<file path="config.mk">
export PLATFORM = sky130hd
export DESIGN_NAME = pipe_pal_sched
export DESIGN_NICKNAME = d
export VERILOG_FILES = /design/src/rtl/pipe_pal_pkg.sv /design/src/rtl/pipe_pal_rr_pick.sv /design/src/rtl/pipe_pal_sched.sv
export SDC_FILE = /design/constraint.sdc
export NUM_CORES = 1
export LEC_CHECK = 0
export CAP_MARGIN = 10
export CORE_UTILIZATION = 25
export CTS_BUF_LIST = sky130_fd_sc_hd__clkbuf_4 sky130_fd_sc_hd__clkbuf_8
export DETAILED_ROUTE_END_ITERATION = 10
export HOLD_SLACK_MARGIN = 0.02
export PLACE_DENSITY_LB_ADDON = 0.15
export SLEW_MARGIN = 10
export SYNTH_ARGS = -nofsm -noshare
export SYNTH_HDL_FRONTEND = slang
export SYNTH_HIERARCHICAL = 1
export SYNTH_SLANG_ARGS = --single-unit
</file>
<file path="constraint.sdc">
create_clock -name i_clk -period 2 [get_ports i_clk]
set_input_delay 0.2 -clock i_clk [delete_from_list [all_inputs] [get_ports i_clk]]
set_output_delay 0.2 -clock i_clk [all_outputs]
set_load 0.02 [all_outputs]
</file>
<file path="src/rtl/pipe_pal_pkg.sv">
// pipe_pal_pkg: shared scheduler state encoding and burst counter width.
package pipe_pal_pkg;

  localparam int unsigned W_BURST_CNT = 8;

  typedef enum logic {
    IDLE  = 1'b0,
    BURST = 1'b1
  } state_e;

endpackage

</file>
<file path="src/rtl/pipe_pal_rr_pick.sv">
// pipe_pal_rr_pick: combinational round-robin picker. Searches the request
// vector starting at last_grant+1 (mod N_REQ) and returns the first hit.
module pipe_pal_rr_pick #(
  parameter int unsigned N_REQ = 4,
  parameter int unsigned W_ID  = $clog2(N_REQ)
) (
  input  logic [N_REQ-1:0] req,
  input  logic [W_ID-1:0]  last_grant,
  output logic [W_ID-1:0]  grant_id,
  output logic             any_hit
);

  // Rotating priority search; the first match after last_grant wins.
  always_comb begin
    logic [W_ID-1:0] idx;
    grant_id = '0;
    any_hit  = 1'b0;
    idx      = '0;
    for (int unsigned i = 1; i <= N_REQ; i++) begin
      idx = W_ID'((32'(last_grant) + i) % N_REQ);
      if (!any_hit && req[idx]) begin
        any_hit  = 1'b1;
        grant_id = idx;
      end
    end
  end

endmodule

</file>
<file path="src/rtl/pipe_pal_sched.sv">
// pipe_pal_sched: round-robin burst scheduler feeding the shared pipe_pal
// datapath through a single registered output stage.
// Optional feature: define PIPE_PAL_SCHED_STATS_EN to add o_stall_cnt.
module pipe_pal_sched
  import pipe_pal_pkg::*;
#(
  parameter int unsigned N_REQ     = 4,
  parameter int unsigned W_DATA    = 32,
  parameter int unsigned MAX_BURST = 4,
  localparam int unsigned W_ID     = $clog2(N_REQ)
) (
  input  logic                    i_clk,
  input  logic                    resetn,
  input  logic [N_REQ-1:0]        i_req_valid,
  input  logic [N_REQ*W_DATA-1:0] i_req_data,
  output logic [N_REQ-1:0]        o_req_ready,
  output logic                    o_valid,
  output logic [W_DATA-1:0]       o_data,
  output logic [W_ID-1:0]         o_id,
  input  logic                    i_ready,
  output logic                    o_busy
`ifdef PIPE_PAL_SCHED_STATS_EN
  ,
  output logic [15:0]             o_stall_cnt
`endif
);

  localparam logic [W_BURST_CNT-1:0] MAX_CNT = W_BURST_CNT'(MAX_BURST);

  state_e                 state_q, state_d;
  logic [W_ID-1:0]        grant_id_q, grant_id_d;
  logic [W_ID-1:0]        last_grant_q, last_grant_d;
  logic [W_BURST_CNT-1:0] burst_cnt_q, burst_cnt_d;
  logic                   o_valid_q, o_valid_d;
  logic [W_DATA-1:0]      o_data_q, o_data_d;
  logic [W_ID-1:0]        o_id_q, o_id_d;

  logic [W_ID-1:0]        pick_id;
  logic                   pick_hit;
  logic                   up_ready;
  logic                   up_xfer;
  logic                   dn_xfer;

  pipe_pal_rr_pick #(
    .N_REQ (N_REQ),
    .W_ID  (W_ID)
  ) u_pick (
    .req        (i_req_valid),
    .last_grant (last_grant_q),
    .grant_id   (pick_id),
    .any_hit    (pick_hit)
  );

  // Arbitration FSM, upstream handshake and output register next-state.
  always_comb begin
    state_d      = state_q;
    grant_id_d   = grant_id_q;
    last_grant_d = last_grant_q;
    burst_cnt_d  = burst_cnt_q;
    o_valid_d    = o_valid_q;
    o_data_d     = o_data_q;
    o_id_d       = o_id_q;
    o_req_ready  = '0;
    up_xfer      = 1'b0;
    up_ready     = !o_valid_q || i_ready;
    dn_xfer      = o_valid_q && i_ready;

    unique case (state_q)
      IDLE: begin
        if (pick_hit) begin
          state_d      = BURST;
          grant_id_d   = pick_id;
          last_grant_d = pick_id;
          burst_cnt_d  = '0;
        end
      end
      BURST: begin
        o_req_ready[grant_id_q] = up_ready;
        if (!i_req_valid[grant_id_q]) begin
          state_d = IDLE;
        end else if (up_ready) begin
          up_xfer     = 1'b1;
          burst_cnt_d = burst_cnt_q + 1'b1;
          if (burst_cnt_q + 1'b1 == MAX_CNT) begin
            state_d = IDLE;
          end
        end
      end
    endcase

    // A load in the same cycle as a drain keeps o_valid high (1 beat/cycle).
    if (up_xfer) begin
      o_valid_d = 1'b1;
      o_data_d  = i_req_data[32'(grant_id_q)*W_DATA +: W_DATA];
      o_id_d    = grant_id_q;
    end else if (dn_xfer) begin
      o_valid_d = 1'b0;
    end
  end

  // State registers with asynchronous active-low clear.
  always_ff @(posedge i_clk or negedge resetn) begin
    if (!resetn) begin
      state_q      <= IDLE;
      grant_id_q   <= '0;
      last_grant_q <= W_ID'(N_REQ - 1);
      burst_cnt_q  <= '0;
      o_valid_q    <= 1'b0;
      o_data_q     <= '0;
      o_id_q       <= '0;
    end else begin
      state_q      <= state_d;
      grant_id_q   <= grant_id_d;
      last_grant_q <= last_grant_d;
      burst_cnt_q  <= burst_cnt_d;
      o_valid_q    <= o_valid_d;
      o_data_q     <= o_data_d;
      o_id_q       <= o_id_d;
    end
  end

  assign o_valid = o_valid_q;
  assign o_data  = o_data_q;
  assign o_id    = o_id_q;
  assign o_busy  = (state_q == BURST) || o_valid_q;

`ifdef PIPE_PAL_SCHED_STATS_EN
  logic [15:0] stall_cnt_q, stall_cnt_d;

  // Saturating count of cycles where the datapath back-pressures a valid beat.
  always_comb begin
    stall_cnt_d = stall_cnt_q;
    if (o_valid_q && !i_ready && (stall_cnt_q != 16'hFFFF)) begin
      stall_cnt_d = stall_cnt_q + 16'd1;
    end
  end

  // Stall counter register.
  always_ff @(posedge i_clk or negedge resetn) begin
    if (!resetn) begin
      stall_cnt_q <= '0;
    end else begin
      stall_cnt_q <= stall_cnt_d;
    end
  end

  assign o_stall_cnt = stall_cnt_q;
`endif

endmodule

</file>
### After elaboration in Yosys (flattened, before gate mapping)

Index checks and enable logic that the tools add are counted.

* output and inout bits: 40
* input bits: 135
* logic and storage cells: 74
* register bits after elaboration: 48

* bitwise gates (word level): 2
* reduce and logical (&&, ||, !) cells: 14
* shift-type cells: 1
* add/sub/neg operators: 5
* order comparisons: 6
* equal/unequal tests: 4
* mux-type cells: 35

Operator list (number)
* 128-bit by 8-bit variable part select with 32-bit output: 1
* 8-bit 2-to-1 mux: 3
* 1-bit 2-to-1 mux: 19
* 8-bit case mux with 2 select lines: 1
* 2-bit by 3-bit less-than comparator with 1-bit output, second input constant: 5
* 1-bit binary-select mux with 2-bit select: 5
* 8-bit by 1-bit adder with 8-bit output, second input constant: 1
* 8-bit by 3-bit equality test with 1-bit output, second input constant: 1
* 2-bit 2-to-1 mux: 4
* 1-bit logical AND: 5
* 2-bit by 1-bit adder with 2-bit output, second input constant: 2
* 2-bit adder, second input constant: 2
* 4-bit bitwise AND: 1
* 1-bit logical NOT: 4
* 4-bit 2-to-1 mux: 1
* 2-bit by 1-bit != test with 1-bit output, second input constant: 2
* 3-bit AND reduction: 1
* 1-bit demux with 2-bit select: 1
* 2-bit by 1-bit >= comparator with 1-bit output, second input constant: 1
* 1-bit logical OR: 2
* 2-bit != test, second input constant: 1
* 1-bit case mux with 2 select lines: 1
* 2-bit AND reduction: 1
* 2-bit nonzero test: 1
* 1-bit NOT: 1

### Longest topological paths before layout

* depth in word-level cells: 15
* gate-level depth with buffers: 7
* gate-level depth less buffers: 6

### Hierarchy

The synthesis kept the hierarchy.

Modules (own cells, without submodules)
* pipe_pal_sched: sequential area each 1203.7 um^2, times used 1, area each 2778.9 um^2, cells each 194
* pipe_pal_rr_pick: sequential area each 0.0 um^2, times used 1, area each 91.3 um^2, cells each 14

### Least setup slack after synthesis

OpenSTA, ideal clock, no wires.

* path type: register to register
* from: register grant_id_q[0]
* to: register o_data_q[0] (netlist: o_data[0])
* required time: 1875 ps
* period minus slack after synthesis: 1827 ps
* library setup time: 125 ps
* stages on the path, launching flop included: 5
* arrival time: 1702 ps
* buffers on the path: 2
* setup slack: 173 ps
* path through: dfrtp_1 buf_6 buf_1 mux4_2 mux2_2

* longest elaborated chain between the ends: 4
* elaborated cells between the ends (all ways): 5
* those cells by class: 1 x shift; 4 x mux

RTL lines
* from (decl): RTL line pipe_pal_sched.sv:31 `logic [W_ID-1:0] grant_id_q, grant_id_d;`
* from (signal assigned): RTL line pipe_pal_sched.sv:113 `grant_id_q <= grant_id_d;`
* parallel branches: the longest is 4 deep, another holds 128-bit by 8-bit variable part select with 32-bit output
* to (signal assigned): RTL line pipe_pal_sched.sv:117 `o_data_q <= o_data_d;`
* to (decl): RTL line pipe_pal_sched.sv:35 `logic [W_DATA-1:0] o_data_q, o_data_d;`

Several ways; the timed one is not identified. The select of a mux whose other input is x is not followed.
A chain may end at the register's enable or synchronous reset.

### Final worst setup path

* from: register state_q
* to: output o_busy

* longest elaborated chain between the ends: 1

RTL lines
* from (decl): RTL line pipe_pal_sched.sv:30 `state_e state_q, state_d;`
* from (signal assigned): RTL line pipe_pal_sched.sv:112 `state_q <= state_d;`
* 1-bit logical OR: RTL line pipe_pal_sched.sv:125 `assign o_busy = (state_q == BURST) || o_valid_q;`
* to (decl): RTL line pipe_pal_sched.sv:21 `output logic o_busy`

No other way between the ends.

==> run_results.csv <==
group,metric,value,unit
power,power.net_switching,2.43,mW
placed_design,place_congestion,0.744,
detailed_routing,wire_per_inst,16.5,um
die,initial_utilization,26.0,%
min_path,hold_path_class,"in -> async",
detailed_routing,drt_pass1_iterations,4,
detailed_routing,postRouteAntennaNets,0,
synthesis,yosys_register_bits,48,
power,combinationalPowerShare,59.8,%
placed_design,portBuffers,174,
clocking,postCtsSetupRepairBufs,0,
detailed_routing,vias,2506,
critical_path,timing.critical_path.buf_inv,1,
clocking,h-tree-depth,2,
final_layout,post_layout_nonfiller_instances,534,
power,p_per_area,1350,nW/um^2
sta,max_slew.worst_pin.slew,0.259,ns
grt,grt_start_max_net_pins,49,
critical_path,startpoint_type,"register",
critical_path,ff2ff_setup_slack,0.17,ns
sta,clock-skew-final,0.00887,ns
critical_path,worst_path_largest_cell_delay,0.54,ns
critical_path,worstReg2RegStart,"grant_id_q[0]",
clocking,clk_pin_slew_worst_paths,0.09,ns
final_layout,layout-drive-gt1-share,25.9,%
critical_path,r2r-end,"o_data[31]",
synthesis,synthesis.instances,208,
detailed_routing,drc,0,
synthesis,synthTopCellsByArea,"sky130_fd_sc_hd__dfrtp_1, sky130_fd_sc_hd__mux4_2, sky130_fd_sc_hd__mux2_2, sky130_fd_sc_hd__nand2_1, sky130_fd_sc_hd__dfstp_2",
sta,setup-violations-final,0,
critical_path,worst-endpoint-arrival,1.65,ns
power,ir_worst_vdd,591,uV
sta,report.final.slew_viol_count,0,
placed_design,detailed_place_hpwl,7050,um
synthesis,yosys_warnings,6,
clocking,cts_num_sinks,48,
clocking,cts_buffer_depth,2,
grt,first_global_vias,2547,
sta,final.period_utilization,92.6,%
detailed_routing,via_per_inst,4.69,
critical_path,crit_chain,"or2_2 -> clkdlybuf4s50_1",
critical_path,worst_path_max_delay_cell,"sky130_fd_sc_hd__clkdlybuf4s50_1",
clocking,clock_latency,0.30,ns
grt,first_pass_grt_wire_length,13100,um
power,clock_power_share,14.1,%
synthesis,yosysMostFrequentCell,"sky130_fd_sc_hd__dfrtp_1",
final_layout,fillers,1032,
sta,relSlewSlack,82.5,%
critical_path,worst_ep_required_time,1.80,ns
critical_path,worst-r2r-cell-count,4,
synthesis,synth_fp_nets,344,
clocking,cts-buffers-inserted,5,
synthesis,synthFlopType,"sky130_fd_sc_hd__dfrtp_1",
synthesis,synth_top_cells_by_count,"sky130_fd_sc_hd__dfrtp_1, sky130_fd_sc_hd__mux4_2, sky130_fd_sc_hd__mux2_2",
final_layout,finalCoreUtilization,45.6,%
placed_design,dpl_worst_slack,-0.0897,ns
synthesis,yosysTopAreaCell,"sky130_fd_sc_hd__dfrtp_1",
die,std_cell_rows,38,
clocking,tritoncts,"built",
power,sequentialPowerShare,26.0,%
critical_path,critical_path.top_delay_family,"buffers and inverters",
grt,grt_overflow_total,0,
sta,setup_slack,0.147,ns
power,cell_internal_pwr,4.35,mW
die,io_pins,175,
synthesis,synth_async_sr_flop_share,100,%
power,p_leak,2.03,nW
synthesis,synthDistinctLibCells,38,
die,die-area,11900,um^2
sta,timing.fmax,540,MHz
detailed_routing,first_iter_violations,96,
die,chipHeight,109,um
clocking,cts_root_buffer,"sky130_fd_sc_hd__clkbuf_8",
synthesis,syn-mean-instance-area,13.8,um^2
die,coreArea,11000,um^2
sta,fin_tns_setup,0,ns
power,power.switching_fraction,35.9,%
status,outcome,"finished clean",
sta,final_hold_viol_count,0,
final_layout,final_nets,529,
synthesis,synth_edf_count,0,
synthesis,synth.yosys.seq_area_share,41.9,%
critical_path,worstSetupEndpointType,"output pin",
final_layout,area_growth_syn_to_layout,75.2,%
grt,antenna_found_initial,0,
grt,grt_usage,14.5,%
final_layout,n_antenna_cell,0,
placed_design,place.detailed.instances,525,
critical_path,timing.setup.critical_path_class,"reg -> out",
critical_path,path_max_fanout,10,
sta,finalWorstPathRequiredPeriod,1.85,ns
die,fp.dieW,109,um
synthesis,syn_area,2870,um^2
sta,setup_repair_after_global_routing_missed_its_margin,"no",
detailed_routing,wl,8800,um
run,timing.max_cap.violations,0,
synthesis,synth_top_cell_area_share,40.1,%
-- flip-flops by register name, indices dropped and copies added, names as in the netlist --
signal / count
o_data: 32
burst_cnt_q: 8
grant_id_q: 2
last_grant_q: 2
o_id: 2
o_valid: 1
state_q: 1
-- routing by layer --
metal / vias to the layer above / track usage [%] / part of all wire (%)
met5: - / 0 / 0
met4: 0 / 5.69 / 2.3
met3: 13 / 3.23 / 6.2
met2: 98 / 25.2 / 52
met1: 1223 / 17.1 / 39
li1: 1172 / - / -
-- logic make-up (layout without fill, tap and decap cells) --
kind of cell	Yosys count	count (layout)	share of synthesized area, %
compound gates	22	22	5.36
fa+ha+maj	1	1	0.436
flops	48	48	41.9
simple gates	51	51	9.11
mux	68	68	39.5
buf+inv	18	204	3.66
-- worst max path at each step --
stage	from	endpoint	slack, ns	cells past startpoint
final	state_q	o_busy	0.15	2
after detailed placement	i_req_valid[0]	o_data[31]	-0.09	5
after global placement	i_req_valid[0]	o_data[31]	-0.04	5
after CTS	grant_id_q[0]	o_req_ready[1]	0.01	4
after global routing	state_q	o_busy	0.08	2
after floorplan	grant_id_q[0]	o_data[0]	0.17	4
-- cells in the final DEF, fill, tap and decap left out, types with 2 or more instances in the layout --
| cell type | count |
|---|---|
| sky130_fd_sc_hd__a21o_1 | 4 |
| sky130_fd_sc_hd__a21oi_1 | 3 |
| sky130_fd_sc_hd__and4_1 | 2 |
| sky130_fd_sc_hd__buf_12 | 2 |
| sky130_fd_sc_hd__buf_4 | 16 |
| sky130_fd_sc_hd__bufinv_16 | 3 |
| sky130_fd_sc_hd__clkbuf_8 | 5 |
| sky130_fd_sc_hd__clkdlybuf4s50_1 | 169 |
| sky130_fd_sc_hd__dfrtp_1 | 43 |
| sky130_fd_sc_hd__dfrtp_2 | 3 |
| sky130_fd_sc_hd__dfstp_2 | 2 |
| sky130_fd_sc_hd__dlymetal6s2s_1 | 3 |
| sky130_fd_sc_hd__inv_1 | 3 |
| sky130_fd_sc_hd__mux2_2 | 32 |
| sky130_fd_sc_hd__mux2i_1 | 3 |
| sky130_fd_sc_hd__mux4_2 | 33 |
| sky130_fd_sc_hd__nand2_1 | 18 |
| sky130_fd_sc_hd__nand2b_1 | 5 |
| sky130_fd_sc_hd__nand3_1 | 4 |
| sky130_fd_sc_hd__nor2_1 | 7 |
| sky130_fd_sc_hd__nor3_1 | 4 |
| sky130_fd_sc_hd__nor3b_1 | 2 |
| sky130_fd_sc_hd__nor4_1 | 2 |
| sky130_fd_sc_hd__o21ai_0 | 7 |
-- stage by stage --
stage	total power, mW	hold WS [ns]	cell area, um^2
floorplan	4.23	-0.0956	2870
global placement	5.90	0.212	4850
detailed placement	5.94	0.216	4850
CTS	6.93	0.411	5020
global route	7.26	0.449	5030
finish	6.78	0.394	5030
-- power groups by stage --
stage | clock network [mW] | registers [mW] | logic (mW)
6_report | 0.960 | 1.77 | 4.06
5_1_grt | 1.03 | 1.84 | 4.39
4_1_cts | 0.994 | 1.77 | 4.16
3_5_place_dp | 0 | 1.78 | 4.16
3_3_place_gp | 0 | 1.78 | 4.12
2_1_floorplan | 0 | 2.13 | 2.10
-- tightest hold or removal path, stage by stage --
cell                            delay (ns)
sky130_fd_sc_hd__dlygate4sd3_1        0.52
sky130_fd_sc_hd__buf_2                0.12
sky130_fd_sc_hd__buf_12               0.24
-- layout make-up --
cell class	instances	area [um^2]	share of cell area, %
clock inverter	3	90.1	1.79
timing repair buffer	193	1910	38.1
multi-input combinational	142	1560	31.1
tap	140	175	3.48
inverter	3	11.3	0.224
sequential	48	1210	24.0
clock buffer	5	68.8	1.37
-- what timing repair did --
| item | in CTS | in global routing |
|---|---|---|
| endpoints found under the hold margin | 46 | 0 |
| hold buffers | 1 | 0 |
| endpoints found under the setup margin | 3 | 3 |
| resized for setup | 3 | 3 |
Note: power is estimated with default switching activity, not from simulation.
